===== src/rtl/ycc_pkg.sv =====
// Shared constants and types for the YCbCr->RGB decode path.
// Latency: n/a (declarations only).
// Backpressure: n/a.
package ycc_pkg;

    localparam int FRAC_BITS_DEF = 14;
    localparam int YCC_W         = 12;
    localparam int LEVEL_SHIFT   = 128;

    // Packed sample layout: {y[35:24], cb[23:12], cr[11:0]}
    localparam int Y_LSB  = 2 * YCC_W;
    localparam int CB_LSB = YCC_W;
    localparam int CR_LSB = 0;
    localparam int PACK_W = 3 * YCC_W;

    typedef struct packed {
        logic signed [YCC_W-1:0] y;
        logic signed [YCC_W-1:0] cb;
        logic signed [YCC_W-1:0] cr;
    } ycc_t;

    // Coefficients in parts-per-million, scaled to FRAC_BITS with round-to-nearest.
    // Red/Cr uses 1.40204 so that F=14 yields 22971, the value the encoder-side
    // tables were built with (plain 1.402 would round to 22970).
    localparam longint RCR_PPM = 64'sd1402040;
    localparam longint GCB_PPM = 64'sd344136;
    localparam longint GCR_PPM = 64'sd714136;
    localparam longint BCB_PPM = 64'sd1772000;

    function automatic int coef(input longint ppm, input int frac);
        return int'((ppm * (longint'(1) << frac) + 64'sd500000) / 64'sd1000000);
    endfunction

    localparam int C_RCR = coef(RCR_PPM, FRAC_BITS_DEF);
    localparam int C_GCB = coef(GCB_PPM, FRAC_BITS_DEF);
    localparam int C_GCR = coef(GCR_PPM, FRAC_BITS_DEF);
    localparam int C_BCB = coef(BCB_PPM, FRAC_BITS_DEF);

endpackage


===== src/rtl/ycc_round_clamp.sv =====
// Round-half-up, drop FRAC_BITS, clamp to 0..255 and flag clamping.
// Latency: combinational.
// Backpressure: none (pure function of acc).
// Ports: acc (signed fixed-point channel sum) -> pix (8-bit unsigned), sat (clamped).
module ycc_round_clamp
    import ycc_pkg::*;
#(
    parameter int FRAC_BITS = FRAC_BITS_DEF,
    parameter int ACC_W     = 32
) (
    input  logic signed [ACC_W-1:0] acc,
    output logic        [7:0]       pix,
    output logic                    sat
);

    logic signed [ACC_W-1:0] rounded;

    always_comb begin
        rounded = (acc + (ACC_W'(1) <<< (FRAC_BITS - 1))) >>> FRAC_BITS;
        pix     = 8'd0;
        sat     = 1'b0;
        if (rounded[ACC_W-1]) begin
            sat = 1'b1;
        end else if (rounded > ACC_W'(255)) begin
            pix = 8'hff;
            sat = 1'b1;
        end else begin
            pix = rounded[7:0];
        end
    end

endmodule


===== src/rtl/ycbcr_to_rgb.sv =====
// Level-shifted YCbCr (3x12-bit signed) to 8-bit RGB with per-channel clamp flags.
// Latency: 3 cycles, 1 pixel/cycle; S1 input reg, S2 base+products, S3 round/clamp.
// Backpressure: global stall, en = !out_valid | out_ready; in_ready = en.
// Ports: in_valid/in_ready/in_ycc upstream; out_valid/out_ready/r/g/b/out_sat downstream.
module ycbcr_to_rgb
    import ycc_pkg::*;
#(
    parameter int FRAC_BITS = FRAC_BITS_DEF,
    parameter int ACC_W     = 32
) (
    input  logic              clk,
    input  logic              rst_n,
    input  logic              in_valid,
    output logic              in_ready,
    input  logic [PACK_W-1:0] in_ycc,
    output logic              out_valid,
    input  logic              out_ready,
    output logic [7:0]        r,
    output logic [7:0]        g,
    output logic [7:0]        b,
    output logic [2:0]        out_sat
);

    localparam int K_RCR = coef(RCR_PPM, FRAC_BITS);
    localparam int K_GCB = coef(GCB_PPM, FRAC_BITS);
    localparam int K_GCR = coef(GCR_PPM, FRAC_BITS);
    localparam int K_BCB = coef(BCB_PPM, FRAC_BITS);

    function automatic logic signed [ACC_W-1:0] sx(input logic signed [YCC_W-1:0] v);
        return {{(ACC_W - YCC_W){v[YCC_W-1]}}, v};
    endfunction

    logic en;

    // S1
    logic s1_vld;
    ycc_t s1_ycc;

    // S2
    logic                    s2_vld;
    logic signed [ACC_W-1:0] s2_base;
    logic signed [ACC_W-1:0] s2_rcr;
    logic signed [ACC_W-1:0] s2_gcb;
    logic signed [ACC_W-1:0] s2_gcr;
    logic signed [ACC_W-1:0] s2_bcb;

    logic signed [ACC_W-1:0] base_n, rcr_n, gcb_n, gcr_n, bcb_n;
    logic signed [ACC_W-1:0] r_acc, g_acc, b_acc;
    logic [7:0]              r_n, g_n, b_n;
    logic                    r_sat, g_sat, b_sat;

    // One stall signal for every stage: the pipe only moves when the output
    // register is empty or being drained, so nothing can be overwritten.
    assign en       = !out_valid || out_ready;
    assign in_ready = en;

    always_comb begin
        base_n = (sx(s1_ycc.y) + ACC_W'(LEVEL_SHIFT)) <<< FRAC_BITS;
        rcr_n  = sx(s1_ycc.cr) * ACC_W'(K_RCR);
        gcb_n  = sx(s1_ycc.cb) * ACC_W'(K_GCB);
        gcr_n  = sx(s1_ycc.cr) * ACC_W'(K_GCR);
        bcb_n  = sx(s1_ycc.cb) * ACC_W'(K_BCB);
    end

    always_comb begin
        r_acc = s2_base + s2_rcr;
        g_acc = s2_base - s2_gcb - s2_gcr;
        b_acc = s2_base + s2_bcb;
    end

    ycc_round_clamp #(.FRAC_BITS(FRAC_BITS), .ACC_W(ACC_W)) u_rc_r (.acc(r_acc), .pix(r_n), .sat(r_sat));
    ycc_round_clamp #(.FRAC_BITS(FRAC_BITS), .ACC_W(ACC_W)) u_rc_g (.acc(g_acc), .pix(g_n), .sat(g_sat));
    ycc_round_clamp #(.FRAC_BITS(FRAC_BITS), .ACC_W(ACC_W)) u_rc_b (.acc(b_acc), .pix(b_n), .sat(b_sat));

    always_ff @(posedge clk or negedge rst_n) begin
        if (!rst_n) begin
            s1_vld    <= 1'b0;
            s1_ycc    <= '0;
            s2_vld    <= 1'b0;
            s2_base   <= '0;
            s2_rcr    <= '0;
            s2_gcb    <= '0;
            s2_gcr    <= '0;
            s2_bcb    <= '0;
            out_valid <= 1'b0;
            r         <= 8'd0;
            g         <= 8'd0;
            b         <= 8'd0;
            out_sat   <= 3'b000;
        end else if (en) begin
            // Bubbles advance as valid=0 slots; data regs load unconditionally.
            s1_vld    <= in_valid;
            s1_ycc    <= in_ycc;
            s2_vld    <= s1_vld;
            s2_base   <= base_n;
            s2_rcr    <= rcr_n;
            s2_gcb    <= gcb_n;
            s2_gcr    <= gcr_n;
            s2_bcb    <= bcb_n;
            out_valid <= s2_vld;
            r         <= r_n;
            g         <= g_n;
            b         <= b_n;
            out_sat   <= {r_sat, g_sat, b_sat};
        end
    end

endmodule


===== config.mk =====
export PLATFORM = sky130hd
export DESIGN_NAME = ycbcr_to_rgb
export DESIGN_NICKNAME = d
export VERILOG_FILES = /design/src/rtl/ycc_pkg.sv /design/src/rtl/ycc_round_clamp.sv /design/src/rtl/ycbcr_to_rgb.sv
export SDC_FILE = /design/constraint.sdc
export NUM_CORES = 1
export LEC_CHECK = 0
export CAP_MARGIN = 5
export CORE_UTILIZATION = 40
export CTS_CLUSTER_DIAMETER = 200
export DETAILED_ROUTE_END_ITERATION = 8
export PLACE_DENSITY_LB_ADDON = 0.2
export SLEW_MARGIN = 10
export SYNTH_ARGS = -nofsm -noshare
export SYNTH_HDL_FRONTEND = slang
export SYNTH_SLANG_ARGS = --single-unit

===== constraint.sdc =====
create_clock -name clk -period 6.25 [get_ports clk]
set_input_delay 0.625 -clock clk [delete_from_list [all_inputs] [get_ports clk]]
set_output_delay 0.625 -clock clk [all_outputs]
set_load 0.01 [all_outputs]

Word level (Yosys, flattened, before mapping). Index checks and enable logic that the tools add are counted.

Bits in registers: 206. Bits of input ports: 40. Output and inout bits: 29. Word-level logic and storage cells: 44.

$add $sub $neg: 8. $mul: 4. Order comparisons: 3. Mux-type cells: 12. Reduce and logical (&&, ||, !) cells: 2.

Operator list (count): 32-bit by 15-bit adder with 32-bit output, second input constant (3); 12-bit by 13-bit multiplier with 25-bit output, second input constant (3); 32-bit adder (2); 32-bit subtractor (2); 18-bit by 9-bit greater-than comparator with 1-bit output, second input constant (3); 8-bit 2-to-1 mux (6); 12-bit by 16-bit multiplier with 28-bit output, second input constant (1); 12-bit by 9-bit adder with 13-bit output, second input constant (1); 1-bit 2-to-1 mux (6); 1-bit zero test (1); 1-bit logical OR (1).

Logic depth before layout (Yosys ltp).
Depth in word-level cells: 6. Gate-level depth with buffers: 20. Mapped depth without buffers: 20.

Hierarchy. A second synthesis with hierarchy kept.

Cell total of the unflattened synthesis: 2581. Area, all modules: 22376.5 um^2.

By module, submodules not included: ycbcr_to_rgb (instances 1, cells an instance 2392, area each 21104.0 um^2, seq. area each 4504.3 um^2); ycc_round_clamp (instances 3, cells an instance 63, area each 424.2 um^2, seq. area each 0.0 um^2).

Worst setup path after synthesis. Ideal clock, no wire load.

Path kind: reg2reg. Start: register s1_ycc[5] in the netlist's numbering. End: register s2_rcr[18]. Setup time: 0.133 ns. Data arrival time: 4.904 ns. Data required time: 6.117 ns. Setup slack: 1.213 ns. Stages on the path, launching flop included: 19. Buffers on the path: 0. Period minus slack after synthesis: 5.037 ns. Cell sequence: dfrtp_1 > ha_1 > inv_1 > fa_1 > inv_1 > fa_1 > fa_1 > inv_1 > fa_1 > inv_1 > ha_1 > or4_1 > a21oi_1 > a21oi_1 > o31a_1 > a21o_1 > a21oi_1 > xor2_1 > o21ai_0.

Word-level cells in the longest chain between the ends: 1.

RTL lines: from (decl) (RTL line ycbcr_to_rgb.sv:37) `ycc_t s1_ycc;`; from (signal assigned) (RTL line ycbcr_to_rgb.sv:93) `s1_ycc <= in_ycc;`; 12-bit by 16-bit multiplier with 28-bit output (RTL line ycbcr_to_rgb.sv:59) `rcr_n = sx(s1_ycc.cr) * ACC_W'(K_RCR);`; to (signal assigned) (RTL line ycbcr_to_rgb.sv:96) `s2_rcr <= rcr_n;`; to (decl) (RTL line ycbcr_to_rgb.sv:42) `logic signed [ACC_W-1:0] s2_rcr;`.

Every way passes these cells. A chain may end at the register's enable or synchronous reset.

Final worst setup path.
Start: register s1_ycc[4] in the netlist's numbering. End: register s2_rcr[21].

Same word-level chain as after synthesis.

==> flow_summary.toml <==
[timing]
slew_viol_final = 0
period_needed_ns = 5.59
rsz0062_at_grt = "false"
setup_tns_ns = 0
finalCritPeriodShare = 0.895
slew_headroom = 0.251
setup_viol = 0
timing.fmax_mhz = 179
finalHoldViolCount = 0
worst_pin_slew_ns = 1.09
finClkSkew_ns = 0.0109

[finish]
seq_area_um2 = 3980
fill_cells = 4576
drive_gt1_frac = 0.0314
finalNetCount = 2690
antennaDiodeCount = 0
syn_to_final_growth_pct = 10.1
multiInputGateArea_um2 = 13300

[grt]
grt_max_degree = 98
grtUsageMet2 = 0.322
grtUsageMet1 = 0.302
grt_pass1_vias = 14000
gr-max-usage-layer = "met2"
grt_usage = 0.209
grt_pass1_wl_um = 76700
use_met3 = 0.0340
antenna_found_initial = 1
grt-ovfl-total = 0

[synthesis]
ys_top_cells_by_area = "ha_1 (22%), dfrtp_1 (21%), fa_1 (20%)"
synth-main-ff-cell = "dfrtp_1"
ys_seq_elements = 159
seq_area_frac_synth = 0.209
synth.most_common_cell = "inv_1"
synthArstFlopShare = 1.00
yosys.area.top_type_share = 0.224
synth.avg_cell_area_um2 = 9.21
synth_enable_flop_cells = 0
synth_area_um2 = 19000
syn_inst = 2064
syn_nets = 2633
synth_common_cells = "inv_1 (427), ha_1 (341), nand2_1 (203)"
yosysTopAreaCell = "ha_1"
yosysWarnings = 0
yosysUniqueCellTypes = 76

[drt]
vias = 14000
antenna_left = 0
drc = 2
drt_iter0_markers = 821
routed_wl_um = 47600
detail_route.vias_per_cell = 5.09
firstDrtPassIters = 7
wire_per_inst_um = 17.4

[setup_path]
critPathRequiredTime_ns = 6.61
cp_max_fo = 6
cp.arrival_ns = 5.95
critPathCaptureType = "flip-flop"
start_kind = "flip-flop"
path_class = "flip-flop to flip-flop"

[floorplan]
core_um2 = 46800
num_io_pins = 69
chipHeight_um = 220
initial_utilization = 0.407
dieArea_um2 = 48400
rows = 79
dieWidth_um = 220

[flow_run]
drv_cap = 0

[cts]
cts_buffer_depth = 2
post_cts_buffers = 0
path_clk_slew_ns = 0.07
hold_buffers = 0
cts_made_buffers = 17
root_buffer = "clkbuf_16"
cts_resized = 0
cts_sinks = 159
clock_latency_ns = 0.48
h-tree-depth = 4
cts_tree = "yes"

[place]
io_buffers = 68
gp_congestion = 0.927
dp_hpwl_um = 38600

[status]
status = "complete, but fails checks"
failed_checks = "DRC"

[min_path]
worstHoldPathType = "input pin to asynchronous set/reset pin"
==> routing by layer <==
metal	vias to the layer above	share of wire
li1	6921	-
met5	-	0
met2	203	0.45
met3	41	0.035
met1	6785	0.50
met4	0	0.019
==> cells in the final DEF, fill, tap and decap left out, types with 5 or more instances in the layout <==
master / count
a211o_1: 7
a211oi_1: 11
a21o_1: 28
a21oi_1: 111
a22oi_1: 9
a31o_2: 5
a31oi_1: 22
a32oi_1: 9
and2_1: 5
and3_1: 12
buf_4: 7
clkbuf_16: 17
clkdlybuf4s50_1: 67
dfrtp_1: 159
fa_1: 188
ha_1: 341
inv_1: 427
mux2i_1: 7
nand2_1: 203
nand2b_1: 15
nand3_1: 40
nand4_1: 8
nor2_1: 89
nor2b_1: 9
nor3_1: 17
nor3b_1: 5
o211ai_1: 10
o21a_1: 17
o21ai_0: 97
o21bai_1: 7
o22ai_1: 7
o31ai_1: 9
or3_1: 13
xnor2_1: 35
xor2_1: 43
==> critical path, stage by stage, from the launching register on <==
cell,delay [ns]
dfrtp_1,0.48
ha_1,0.44
inv_1,0.12
fa_1,0.54
inv_1,0.05
fa_1,0.47
fa_1,0.54
inv_1,0.05
fa_1,0.53
inv_1,0.04
ha_1,0.21
or4_1,0.47
a21oi_1,0.27
a21oi_1,0.20
o31ai_1,0.29
a21boi_0,0.17
o21ai_0,0.32
nand4b_1,0.13
o311ai_0,0.13
==> cells by family (layout without fill, tap and decap cells) <==
family | Yosys count | count (layout) | synth area share
adders and majority gates | 529 | 529 | 0.422
xor gates and xnor gates | 78 | 78 | 0.0359
and+or+nand+nor | 440 | 440 | 0.106
DFF | 159 | 159 | 0.209
AOI/OAI and AO/OA | 384 | 384 | 0.129
buffers and inverters | 465 | 533 | 0.0931
muxes | 9 | 9 | 0.00507
==> registers in the layout, indices dropped and copies added, names as in the netlist, 3 cells and up <==
name and cells:
b 8, g 8, out_sat 3, r 8
s1_ycc 36, s2_base 13, s2_bcb 16, s2_gcb 24
s2_gcr 24, s2_rcr 16
==> per-stage QoR <==
stage / instance area, µm² / hold slack [ns] / worst slack [ns] / cells / utilization
2_1_floorplan: 19000 / 0.329 / 1.21 / 2064 / -
3_3_place_gp: 20400 / 0.441 / 0.773 / 2709 / 0.435
3_5_place_dp: 20400 / 0.451 / 0.648 / 2709 / 0.435
4_1_cts: 20900 / 0.277 / 0.644 / 2739 / 0.448
5_1_grt: 20900 / 0.335 / 0.299 / 2739 / 0.448
6_report: 20900 / 0.266 / 0.657 / 2739 / 0.448
==> path summary, 6_finish.rpt <==
path,start,slack [ns],depth (start not counted),to
setup reg to reg,s1_ycc[4],0.66,18,s2_rcr[21]
min in group clk,s2_vld,0.46,1,out_valid
hold / removal,rst_n,0.27,1,s1_ycc[26]
setup / recovery,s1_ycc[4],0.66,18,s2_rcr[21]
hold reg to reg,s2_vld,0.46,1,out_valid
max in group asynchronous,rst_n,4.53,2,s2_bcb[26]
==> cell type report <==
type | count | area share
timing repair buffer | 75 | 0.0351
multi-input combinational | 1440 | 0.634
inverter | 428 | 0.0769
sequential | 159 | 0.190
clock buffer | 19 | 0.0212
tap | 607 | 0.0363
clock inverter | 11 | 0.00622
Power is left out: the tool's default activity adds up to more than one toggle a clock period on the data nets, which glitch-free logic cannot reach.
